`src/rtl/doce_axis_pkg.sv`:
```
// Shared transport-layer AXI-stream definitions: default data width, the
// arbiter state encoding and the round-robin pick helper.
package doce_axis_pkg;

    localparam int AXIS_DATA_W = 128;
    localparam int ARB_MAX_SRC = 8;
    localparam int ARB_IDX_W   = 3;

    typedef enum logic [0:0] {
        ARB_IDLE = 1'b0,
        ARB_BUSY = 1'b1
    } arb_state_e;

    // Result of a round-robin pick: index of the winner and its one-hot form.
    // An all-zero one-hot means no source is requesting.
    typedef struct packed {
        logic [ARB_IDX_W-1:0]   idx;
        logic [ARB_MAX_SRC-1:0] onehot;
    } rr_pick_t;

    // First requesting source at or after ptr, wrapping modulo num.
    // Scanning from the highest offset down lets the smallest offset win.
    function automatic rr_pick_t rr_pick(
        input logic [ARB_MAX_SRC-1:0] valid,
        input logic [ARB_IDX_W-1:0]   ptr,
        input logic [ARB_IDX_W:0]     num
    );
        rr_pick_t             pick_s;
        logic [ARB_IDX_W:0]   cand_s;
        logic [ARB_IDX_W:0]   wrap_s;
        pick_s = '0;
        for (int k = ARB_MAX_SRC - 1; k >= 0; k--) begin
            cand_s = {1'b0, ptr} + 4'(k);
            wrap_s = (cand_s >= num) ? (cand_s - num) : cand_s;
            if ((4'(k) < num) && valid[wrap_s[ARB_IDX_W-1:0]]) begin
                pick_s.idx    = wrap_s[ARB_IDX_W-1:0];
                pick_s.onehot = 8'b0000_0001 << wrap_s[ARB_IDX_W-1:0];
            end else begin
                pick_s = pick_s;
            end
        end
        return pick_s;
    endfunction

endpackage

```
`src/rtl/axis_skid_buffer.sv`:
```
// Two-entry AXI-stream register slice. Entry head_r always drives the
// output, so the downstream side sees only flops; in_ready depends only on
// the occupancy register, never on out_ready.
module axis_skid_buffer
    import doce_axis_pkg::*;
#(
    parameter int DATA_W = AXIS_DATA_W
) (
    input  logic                clk,
    input  logic                rst_n,
    input  logic                in_valid,
    output logic                in_ready,
    input  logic [DATA_W-1:0]   in_tdata,
    input  logic [DATA_W/8-1:0] in_tkeep,
    input  logic                in_tlast,
    output logic                out_valid,
    input  logic                out_ready,
    output logic [DATA_W-1:0]   out_tdata,
    output logic [DATA_W/8-1:0] out_tkeep,
    output logic                out_tlast
);

    localparam int ENT_W = DATA_W + DATA_W / 8 + 1;

    logic [ENT_W-1:0] head_r;
    logic [ENT_W-1:0] tail_r;
    logic [1:0]       count_r;
    logic [ENT_W-1:0] in_ent_s;
    logic             push_s;
    logic             pop_s;

    assign in_ready  = (count_r != 2'd2);
    assign out_valid = (count_r != 2'd0);
    assign in_ent_s  = {in_tlast, in_tkeep, in_tdata};
    assign push_s    = in_valid & in_ready;
    assign pop_s     = out_valid & out_ready;
    assign {out_tlast, out_tkeep, out_tdata} = head_r;

    // FIFO-ordered storage: the head is refilled from the tail or the input on pop.
    always_ff @(posedge clk or negedge rst_n) begin
        if (!rst_n) begin
            head_r  <= '0;
            tail_r  <= '0;
            count_r <= 2'd0;
        end else begin
            case ({push_s, pop_s})
                2'b10: begin
                    if (count_r == 2'd0) begin
                        head_r <= in_ent_s;
                    end else begin
                        tail_r <= in_ent_s;
                    end
                    count_r <= count_r + 2'd1;
                end
                2'b01: begin
                    head_r  <= tail_r;
                    count_r <= count_r - 2'd1;
                end
                2'b11: begin
                    if (count_r == 2'd1) begin
                        head_r <= in_ent_s;
                    end else begin
                        head_r <= tail_r;
                        tail_r <= in_ent_s;
                    end
                end
                default: begin
                    count_r <= count_r;
                end
            endcase
        end
    end

endmodule

```
`src/rtl/tx_stream_arbiter.sv`:
```
// Packet-atomic round-robin arbiter sharing the router-bound AXI-stream port
// among NUM_SRC transport sources. One arbitration cycle precedes each packet;
// the grant is held until the owner's tlast beat is accepted.
// Optional build macro TX_ARB_STATS_EN adds per-source packet counters on
// io_pkt_count.
module tx_stream_arbiter
    import doce_axis_pkg::*;
#(
    parameter int NUM_SRC = 2,
    parameter int DATA_W  = AXIS_DATA_W
) (
    input  logic                        clock,
    input  logic                        reset,
    input  logic [NUM_SRC-1:0]          io_src_valid,
    output logic [NUM_SRC-1:0]          io_src_ready,
    input  logic [NUM_SRC*DATA_W-1:0]   io_src_tdata,
    input  logic [NUM_SRC*DATA_W/8-1:0] io_src_tkeep,
    input  logic [NUM_SRC-1:0]          io_src_tlast,
    input  logic                        io_axi_str_to_router_ready,
    output logic                        io_axi_str_to_router_valid,
    output logic [DATA_W-1:0]           io_axi_str_to_router_bits_tdata,
    output logic [DATA_W/8-1:0]         io_axi_str_to_router_bits_tkeep,
    output logic                        io_axi_str_to_router_bits_tlast,
    output logic [NUM_SRC-1:0]          io_grant
`ifdef TX_ARB_STATS_EN
    ,
    output logic [NUM_SRC*32-1:0]       io_pkt_count
`endif
);

    localparam int KEEP_W = DATA_W / 8;

    arb_state_e                 state_r;
    logic [NUM_SRC-1:0]         grant_r;
    logic [ARB_IDX_W-1:0]       grant_idx_r;
    logic [ARB_IDX_W-1:0]       rr_ptr_r;

    logic [ARB_MAX_SRC-1:0]     valid_pad_s;
    rr_pick_t                   pick_s;
    logic                       pick_found_s;
    logic [ARB_IDX_W-1:0]       ptr_next_s;

    logic                       sel_valid_s;
    logic [DATA_W-1:0]          sel_tdata_s;
    logic [KEEP_W-1:0]          sel_tkeep_s;
    logic                       sel_tlast_s;
    logic                       skid_in_ready_s;
    logic                       beat_s;
    logic                       last_beat_s;

    // Round-robin candidate for the next packet, evaluated every cycle.
    always_comb begin
        valid_pad_s                = '0;
        valid_pad_s[NUM_SRC-1:0]   = io_src_valid;
        pick_s                     = rr_pick(valid_pad_s, rr_ptr_r, 4'(NUM_SRC));
        pick_found_s               = |pick_s.onehot;
        ptr_next_s                 = (grant_idx_r == 3'(NUM_SRC - 1)) ? 3'd0 : (grant_idx_r + 3'd1);
    end

    // AND-OR mux of the granted source; grant_r is all-zero while idle, so nothing passes.
    always_comb begin
        sel_valid_s = 1'b0;
        sel_tdata_s = '0;
        sel_tkeep_s = '0;
        sel_tlast_s = 1'b0;
        for (int i = 0; i < NUM_SRC; i++) begin
            sel_valid_s = sel_valid_s | (io_src_valid[i] & grant_r[i]);
            sel_tdata_s = sel_tdata_s | (io_src_tdata[i*DATA_W +: DATA_W] & {DATA_W{grant_r[i]}});
            sel_tkeep_s = sel_tkeep_s | (io_src_tkeep[i*KEEP_W +: KEEP_W] & {KEEP_W{grant_r[i]}});
            sel_tlast_s = sel_tlast_s | (io_src_tlast[i] & grant_r[i]);
        end
    end

    assign io_src_ready = grant_r & {NUM_SRC{skid_in_ready_s}};
    assign beat_s       = sel_valid_s & skid_in_ready_s;
    assign last_beat_s  = beat_s & sel_tlast_s;
    assign io_grant     = grant_r;

    // Arbitration FSM: pick in IDLE, hold the owner through BUSY until its tlast beat.
    always_ff @(posedge clock or negedge reset) begin
        if (!reset) begin
            state_r     <= ARB_IDLE;
            grant_r     <= '0;
            grant_idx_r <= 3'd0;
            rr_ptr_r    <= 3'd0;
        end else begin
            case (state_r)
                ARB_IDLE: begin
                    if (pick_found_s) begin
                        state_r     <= ARB_BUSY;
                        grant_r     <= pick_s.onehot[NUM_SRC-1:0];
                        grant_idx_r <= pick_s.idx;
                    end
                end
                ARB_BUSY: begin
                    if (last_beat_s) begin
                        state_r  <= ARB_IDLE;
                        grant_r  <= '0;
                        rr_ptr_r <= ptr_next_s;
                    end
                end
                default: begin
                    state_r <= ARB_IDLE;
                    grant_r <= '0;
                end
            endcase
        end
    end

    axis_skid_buffer #(
        .DATA_W (DATA_W)
    ) u_skid (
        .clk       (clock),
        .rst_n     (reset),
        .in_valid  (sel_valid_s),
        .in_ready  (skid_in_ready_s),
        .in_tdata  (sel_tdata_s),
        .in_tkeep  (sel_tkeep_s),
        .in_tlast  (sel_tlast_s),
        .out_valid (io_axi_str_to_router_valid),
        .out_ready (io_axi_str_to_router_ready),
        .out_tdata (io_axi_str_to_router_bits_tdata),
        .out_tkeep (io_axi_str_to_router_bits_tkeep),
        .out_tlast (io_axi_str_to_router_bits_tlast)
    );

`ifdef TX_ARB_STATS_EN
    logic [NUM_SRC*32-1:0] pkt_count_r;

    // Per-source count of accepted tlast beats, wrapping at 2^32.
    always_ff @(posedge clock or negedge reset) begin
        if (!reset) begin
            pkt_count_r <= '0;
        end else begin
            for (int i = 0; i < NUM_SRC; i++) begin
                if (last_beat_s && grant_r[i]) begin
                    pkt_count_r[i*32 +: 32] <= pkt_count_r[i*32 +: 32] + 32'd1;
                end
            end
        end
    end

    assign io_pkt_count = pkt_count_r;
`else
    // Statistics counters are not built in this configuration.
`endif

endmodule

```
`config.mk`:
```
export PLATFORM = sky130hd
export DESIGN_NAME = tx_stream_arbiter
export DESIGN_NICKNAME = d
export VERILOG_FILES = /design/src/rtl/doce_axis_pkg.sv /design/src/rtl/axis_skid_buffer.sv /design/src/rtl/tx_stream_arbiter.sv
export SDC_FILE = /design/constraint.sdc
export NUM_CORES = 1
export LEC_CHECK = 0
export CELL_PAD_IN_SITES_DETAIL_PLACEMENT = 2
export CELL_PAD_IN_SITES_GLOBAL_PLACEMENT = 2
export CORE_MARGIN = 5
export CORE_UTILIZATION = 30
export DETAILED_ROUTE_END_ITERATION = 12
export PLACE_DENSITY = 0.95
export SLEW_MARGIN = 5
export SYNTH_ARGS = -nofsm -noshare
export SYNTH_HDL_FRONTEND = slang
export SYNTH_SLANG_ARGS = --single-unit
```
`constraint.sdc`:
```
create_clock -name clock -period 7.22 [get_ports clock]
set_input_delay 1.083 -clock clock [delete_from_list [all_inputs] [get_ports clock]]
set_output_delay 1.083 -clock clock [all_outputs]
set_load 0.1 [all_outputs]
```
# == Word-level counts from Yosys, hierarchy flattened ==
# Cells that the tools add are included.
# classes
n_eq_ne,11
bitwise_logic,17
muxes,22
n_addsub,6
reduce_logical,11
magnitude_cmp,4
n_shift,2
# ops
operator,count
$mux 145,4
$pmux 145 s3,1
$pmux 145 s2,1
$and 128x128->128,2
$or 128x128->128,1
$and 16x16->16,2
$mux 11,2
$or 16x16->16,1
$shl 1x3->8 const A,2
$mux 3,3
$lt 3x4->1 const B,2
$ne 2x2->1 const B,4
$pmux 2 s2,2
$reduce_and 2->1,4
$reduce_or 8->1,1
$and 1x1->1,7
$bmux 1 s3,2
$reduce_bool 2->1,3
$sub 3x2->3 const B,2
$add 3x1->4 const B,1
$eq 2x1->1 const B,2
$eq 2x2->1 const B,2
$ge 4x2->1 const B,1
$mux 1,4
14 further kinds,17
# totals
output_inout_bits,150
inputBits,295
register_bits,301
wordCells,80

# == Longest topological paths before layout ==
# depth
word_depth,10
ltp_mapped,14
depth_no_buf,10

# == Cells and area by module ==
# From an unflattened synthesis, not the netlist that was laid out.
# unflattened
hier_cells,1434
area_unflattened_um2,15478.6
# modules_own_cells
module,cells_per_inst,area_per_inst_um2,n_inst
axis_skid_buffer,1187,13426.6,1
tx_stream_arbiter,247,2052.0,1

# == Worst setup path after synthesis ==
# Ideal clock, no wire load.
# synth_timing
path_kind,register to output
startpoint,register grant_r[1] (netlist: io_grant[1])
endpoint,output port io_src_ready[1]
slack_ps,3185
path_stages_with_launch,4
path_buffers,2
t_arrival_ps,2952
cell_sequence,dfrtp_1 buf_2 clkbuf_1 nor2b_1
# synth_via
elab_chain_len,1
# synth_lines
item,line,text
"start, declared",tx_stream_arbiter.sv:34,logic [NUM_SRC-1:0] grant_r;
"start signal, assigned",tx_stream_arbiter.sv:91,grant_r <= pick_s.onehot[NUM_SRC-1:0];
$and 2x2->2,tx_stream_arbiter.sv:74,assign io_src_ready = grant_r & {NUM_SRC{skid_in_ready_s}};
"end, declared",tx_stream_arbiter.sv:15,"output logic [NUM_SRC-1:0] io_src_ready,"
# No other way between the ends.

# == Worst setup path in the final report ==
# layout_timing
startpoint,input port io_axi_str_to_router_ready
endpoint,register u_skid.head_r[13]
# layout_via
elab_chain_len,4
# layout_lines
item,line,text
"start, declared",tx_stream_arbiter.sv:19,"input logic io_axi_str_to_router_ready,"
$and 1x1->1 (*),axis_skid_buffer.sv:36,assign pop_s = out_valid & out_ready;
$eq 2x2->1 or $eq 2x1->1 (tied branches),axis_skid_buffer.sv:46,"case ({push_s, pop_s})"
$ne 2x1->1 (no source line) or $reduce_bool 3->1 (tied branches),-,
$reduce_and 2->1 (no source line),-,
"end signal, assigned",axis_skid_buffer.sv:49,head_r <= in_ent_s;
"end signal, assigned",axis_skid_buffer.sv:56,head_r <= tail_r;
"end signal, assigned",axis_skid_buffer.sv:61,head_r <= in_ent_s;
"end, declared",axis_skid_buffer.sv:25,logic [ENT_W-1:0] head_r;
# Every way passes the cells marked *; elsewhere a longest branch is shown, timed or not.
# A chain may end at the register's enable or synchronous reset.

==> results.yml <==
sta:
  worstMarginPinSlew_ns: 1.33
  fin_crit_ns: 4.47
  period_share_pct: 61.9
  skew_ns: 0.0129
  setup_slack_ns: 2.75
  rsz0062_at_grt: "false"
  final_max_slew_viol_count: 0
  hold_violations: 0
  slew_headroom_pct: 11.4
  fin_setup_tns_ns: 0
  setup_viol_count_final: 0
  fmax_ghz: 0.224
global_route:
  grtUsageMet1_pct: 26.1
  grt_pass1_vias: 15400
  met3_usage_pct: 5.95
  antenna_found_initial: 1
  grt_pass1_wl_mm: 92.1
  grt_max_degree: 205
  top_usage_layer: "met2"
  overflow: 0
  grt.total_usage_pct: 23.0
  use_met2_pct: 41.9
hold_path:
  hp-class: "in -> async"
clocking:
  post_cts_resized: 0
  cts_max_level: 2
  cts_max_path_buffers: 3
  clk_latency_ns: 0.54
  cts_inserted_buffers: 36
  cts.clk_slew.worst_paths_ns: 0.06
  cts_root_buf: "clkbuf_16"
  clock-sinks: 301
  hold_buffers: 0
  cts_setup_buffers: 0
  tritoncts: "done"
placement:
  pre_cts_ws_ns: 2.25
  io_buffers: 444
  placed_area_sq_mm: 0.0186
  globalplace.congestion: 0.767
  dp_hpwl_mm: 41.2
cells_and_area:
  design_area_sq_mm: 0.0198
  fillers: 4818
  seq_area_sq_mm: 0.00754
  nets: 2135
  drive_gt1_share_pct: 5.76
  multi_input_area_sq_mm: 0.00571
  area_growth_pct: 43.0
route:
  antenna_left: 0
  routedWlPerCell_microns: 24.6
  drcViolationCount: 0
  firstDrtPassIters: 4
  routed_wirelength_mm: 60.4
  routed-via-count: 13300
  viasPerCell: 5.40
  first_iter_violations: 594
synthesis:
  synth.area.top_cells: "dfrtp_1, nor2_1, a22oi_1"
  synth_edf_count: 0
  synth_area_sq_mm: 0.0138
  synth_nets: 1774
  seq_area_frac_synth_pct: 54.4
  synth_top_area_cell: "dfrtp_1"
  post-synth-top-count-cell: "dfrtp_1"
  synth_ff_type: "dfrtp_1"
  yosysWarnings: 0
  synthArstFlopShare_pct: 100
  yosys_register_bits: 301
  ys_types: 37
  syn_inst: 1471
  synthTopCellsByCount: "dfrtp_1, nor2_1, nand2_1"
  syn_area_per_cell_sq_um: 9.41
  yosys.area.top_type_share_pct: 54.4
die:
  chipHeight_microns: 225
  coreArea_sq_mm: 0.0455
  die_area_sq_mm: 0.0505
  initial_core_util_pct: 30.4
  rows: 78
  ioPinCount: 445
  die_w_microns: 225
worst_setup_path:
  path_max_fanout: 65
  end_kind: "flip-flop"
  critPathKind: "in -> reg"
  cp.required_ns: 7.67
  cp.arrival_ns: 4.92
  reg2reg_from: "u_skid.count_r[1]$_DFFE_PN0P_"
  worstSetupStartpoint: "io_axi_str_to_router_ready"
  crit_path_start_kind: "primary input"
  worst-r2r-cell-count: 10
status:
  status: "complete, no violations"
run:
  drv_cap: 0
[cell type report]
class                   count  share of cell area, %
flip-flops and latches    301                   38.1
multi-input cells        1027                   28.8
repair buffers            458                   23.2
clock buffers              55                   5.52
well taps                 600                   3.79
clock inverters             9                  0.411
inverters                   8                  0.164
diodes                      1                 0.0126
[registers in the layout, indices dropped and copies added (netlist names)]
signal	cells
u_skid.head_r	145
u_skid.tail_r	145
io_grant	2
state_r	1
u_skid.count_r	2
grant_idx_r	3
rr_ptr_r	3
[critical path: stages]
cell,delay (ns)
clkdlybuf4s50_1,0.52
nand2_4,0.09
inv_4,0.51
ha_1,0.41
nand2_4,0.49
nand2_1,1.22
a221oi_1,0.27
nor2_1,0.23
[stage by stage]
step	std cells	hold slack, ns	utilization, %
2_1_floorplan	1471	0.451	-
3_3_place_gp	2394	0.461	41.0
3_5_place_dp	2394	0.475	41.0
4_1_cts	2458	0.481	43.5
5_1_grt	2459	0.496	43.5
6_report	2459	0.477	43.5
[metal layers]
metal	vias up	wire (microns)
li1	5958	-
met1	6794	23000
met2	417	31400
met3	116	3920
met4	0	2030
met5	-	0
[cells by family after synthesis]
kind of cell | count (synthesis) | share of synthesized area, %
AOI/OAI and AO/OA | 553 | 25.9
xor gates and xnor gates | 4 | 0.253
adders and majority gates | 8 | 0.723
buffers and inverters | 143 | 4.51
DFF | 301 | 54.4
muxes | 24 | 1.93
and+or+nand+nor | 438 | 12.3
[cells in the final DEF (no fill, tap or decap), drive strengths merged, types with 2 or more instances in the layout]
master / n
mux2i: 2
a22oi: 126
nor2b: 4
inv: 10
nor2: 294
clkbuf: 55
nand2: 134
a21oi: 128
ha: 8
buf: 15
a211oi: 123
dfrtp: 301
xnor2: 3
clkdlybuf4s50: 443
clkinv: 6
nor4b: 2
o21ai: 128
a221oi: 22
mux2: 22
a22o: 22
[final timing paths]
check | to | slack (ns)
min in group clock | u_skid.tail_r[46]$_DFFE_PN0P_ | 0.48
min reg2reg | u_skid.tail_r[46]$_DFFE_PN0P_ | 0.48
min | u_skid.head_r[101]$_DFFE_PN0P_ | 0.48
max | u_skid.head_r[13]$_DFFE_PN0P_ | 2.75
max in group asynchronous | io_grant[0]$_DFFE_PN0P_ | 5.20
max reg2reg | u_skid.head_r[141]$_DFFE_PN0P_ | 2.85
Power is left out: the tool's default activity adds up to more than one toggle a clock period on the data nets, which glitch-free logic cannot reach.
==> edit (config.mk and constraints unchanged) <==
`AXIS_DATA_W`: 128 -> 132.
--- a/src/rtl/doce_axis_pkg.sv
+++ b/src/rtl/doce_axis_pkg.sv
@@ -3,5 +3,5 @@
 package doce_axis_pkg;
 
-    localparam int AXIS_DATA_W = 128;
+    localparam int AXIS_DATA_W = 132;
     localparam int ARB_MAX_SRC = 8;
     localparam int ARB_IDX_W   = 3;
Interface: changed (resized io_axi_str_to_router_bits_tdata, io_src_tdata and io_src_tkeep); port bits go from 445 to 458. No check against the original RTL was run, so the function may have changed too.
==> edit against the original RTL <==
- count of clock-buffer cells in the layout down 4
- critical endpoint is now u_skid.head_r[0]
- sequential cell count up 8
- first-iteration DRC count up 14%
- critical path depth down 1
- highest routed layer unchanged
- core utilization down 0.52 points
- setup slack better by 0.099 ns
- cell area up 3.9%
- wire length down 1.0%
- global-route usage down 1.2 points
- synthesized area up 5.1%
Power is not shown: default switching activity piles up to over one toggle a cycle in this logic, so the estimate is an artifact.
==> edit: results (changes against the original RTL) <==
- The dominant delay contributor by cell family on the critical path is buffers and inverters.
- Counting instances in the post-synthesis netlist gives the leading cell types as dfrtp_1, a21oi_1, nand2_1, o21ai_0.
- The global routing usage on met1 came to 0.2512 (-0.009629).
- The clock tree skew after final layout was 0.02240 ns (+0.009526 ns).
- The endpoint arrival time on the critical path is 4.77 ns (-0.15 ns).
- The multiplexer fraction of the synthesized cell area was 0.02012 (+0.0007767).
- The count of cell types in the netlist is 43 (+16%).
- The number of antenna violations at the first check in global routing is 0 (-1).
- The global-route usage over all layers came to 0.2179 (-0.01225).
- The cell count after placement is 2340 (-2.3%).
- The total number of nets in the final design is 2076 (-2.8%).
- The relative max-transition margin is 0.2377 (+0.1241).
- The net count of the mapped netlist came to 1712 (-3.5%).
- The number of buffers created by CTS is 37 (+2.8%).
- The filler cell count in the final layout came to 4924 (+2.2%).
- After synthesis, the cell types taking the most area are dfrtp_1, a211o_1, a22oi_1, o21a_1, a21oi_1.
- The iteration count of the initial detailed-routing pass came to 5 (+1).
- The number of port buffers is 456 (+2.7%).
- The detailed-placement wirelength estimate is 39170 µm (-4.9%).
- The largest stage delay on the critical path was 0.85 ns (-0.37 ns).
- The capture point of the critical path is u_skid.head_r[0].
- The final cell area excluding filler cells is 20590 µm² (+3.9%).
- The number of warnings reported in the yosys synthesis log is 0 (unchanged).
- The reg2reg setup slack is 3.05 ns (+0.20 ns).
- The global-route wire length before repair is 92580 µm (+0.57%).
- The fraction of the mapped netlist area in compound gates is 0.3366 (+0.07746).
- The largest registers in the layout are u_skid.head_r (149), u_skid.tail_r (149).
- The xor and xnor area share after synthesis was 0.001805 (-0.0007251).
- The met2 usage in global routing was 0.3931 (-0.02610).
- The routability-driven placement congestion ratio is 0.7938 (+3.5%).
- The class of the tightest hold or removal check is flop to flop.
- The adder-cell share of the synthesized area was 0.006877 (-0.0003524).
- The startpoint identified for the worst register-to-register timing path is u_skid.count_r[0].
- The final critical-path share of the clock period came to 0.6057 (-0.01375).
- The mean post-synth cell area is 10.40 µm² (+10%).
- The vias per cell is 5.538 (+2.5%).
- The number of maximum-capacitance constraint violations came to 0 (unchanged).
- The antenna diode instance count is 0 (-1).
- The final routed wire length divided by cell count is 24.86 µm (+1.2%).
- The number of cells traversed by the worst register-to-register path is 9 (-1).
- The total via count after detailed routing is 13313 (+0.21%).
- The sequential share of the synthesized area is 0.5312 (-0.01276).
- The via count of the first global-routing pass came to 15471 (+0.49%).
- The area after detailed placement is 19380 µm² (+4.1%).
- The run finished with clean final reports.
- The met3 routing resource usage after global routing is 0.05280 (-0.006714).
- The largest net degree at the start of global routing was 159 (-22%).
- The worst-case setup slack after placement is 2.297 ns (+0.04901 ns).
- The DRC violation total after the first TritonRoute iteration was 675 (+14%).
- The share of cells above drive strength 1 was 0.06205 (+0.004457).
- The top fanout value on the critical path came to 72 (+11%).
==> edit: worst min-delay path by stage <==
stage | startpoint | end | slack (ns) | cells after the start
after floorplan | u_skid.tail_r[100] | u_skid.tail_r[100] | 0.45 | 2
after global placement | u_skid.tail_r[68] | u_skid.tail_r[68] | 0.46 | 2
after detailed placement | u_skid.tail_r[21] | u_skid.tail_r[21] | 0.48 | 2
after CTS | u_skid.tail_r[31] | u_skid.tail_r[31] | 0.49 | 2
after global routing | u_skid.head_r[121] | u_skid.head_r[121] | 0.51 | 1
final | u_skid.tail_r[20] | u_skid.tail_r[20] | 0.49 | 2
==> edit: layout make-up <==
type	count	share of cell area
flip-flops and latches	309	0.3760
multi-input cells	913	0.2928
repair buffers	469	0.2291
clock buffers	51	0.05191
well taps	615	0.03738
clock inverters	13	0.006443
inverters	34	0.006321
==> edit: kinds of logic (layout without fill, tap and decap cells) <==
| group | after synthesis | count (layout) |
|---|---|---|
| adder cells (fa/ha/maj) | 8 | 8 |
| flip-flops | 309 | 309 |
| multiplexers | 26 | 26 |
| AO/OA/AOI/OAI | 713 | 713 |
| AND/OR/NAND/NOR | 163 | 163 |
| XOR/XNOR | 3 | 3 |
| buffers and inverters | 178 | 567 |
==> edit: routing by layer <==
layer / vias up / share of wire / routed length, µm
met4: 0 / 0.038 / 2288
li1: 5925 / - / -
met5: - / 0 / 0
met1: 6837 / 0.39 / 23290
met3: 115 / 0.059 / 3506
met2: 436 / 0.51 / 30670
==> edit: worst min-delay path: stages, from the launching register on <==
cell and delay (ns):
dfrtp_1 0.34, nand2_1 0.05, o21ai_0 0.06
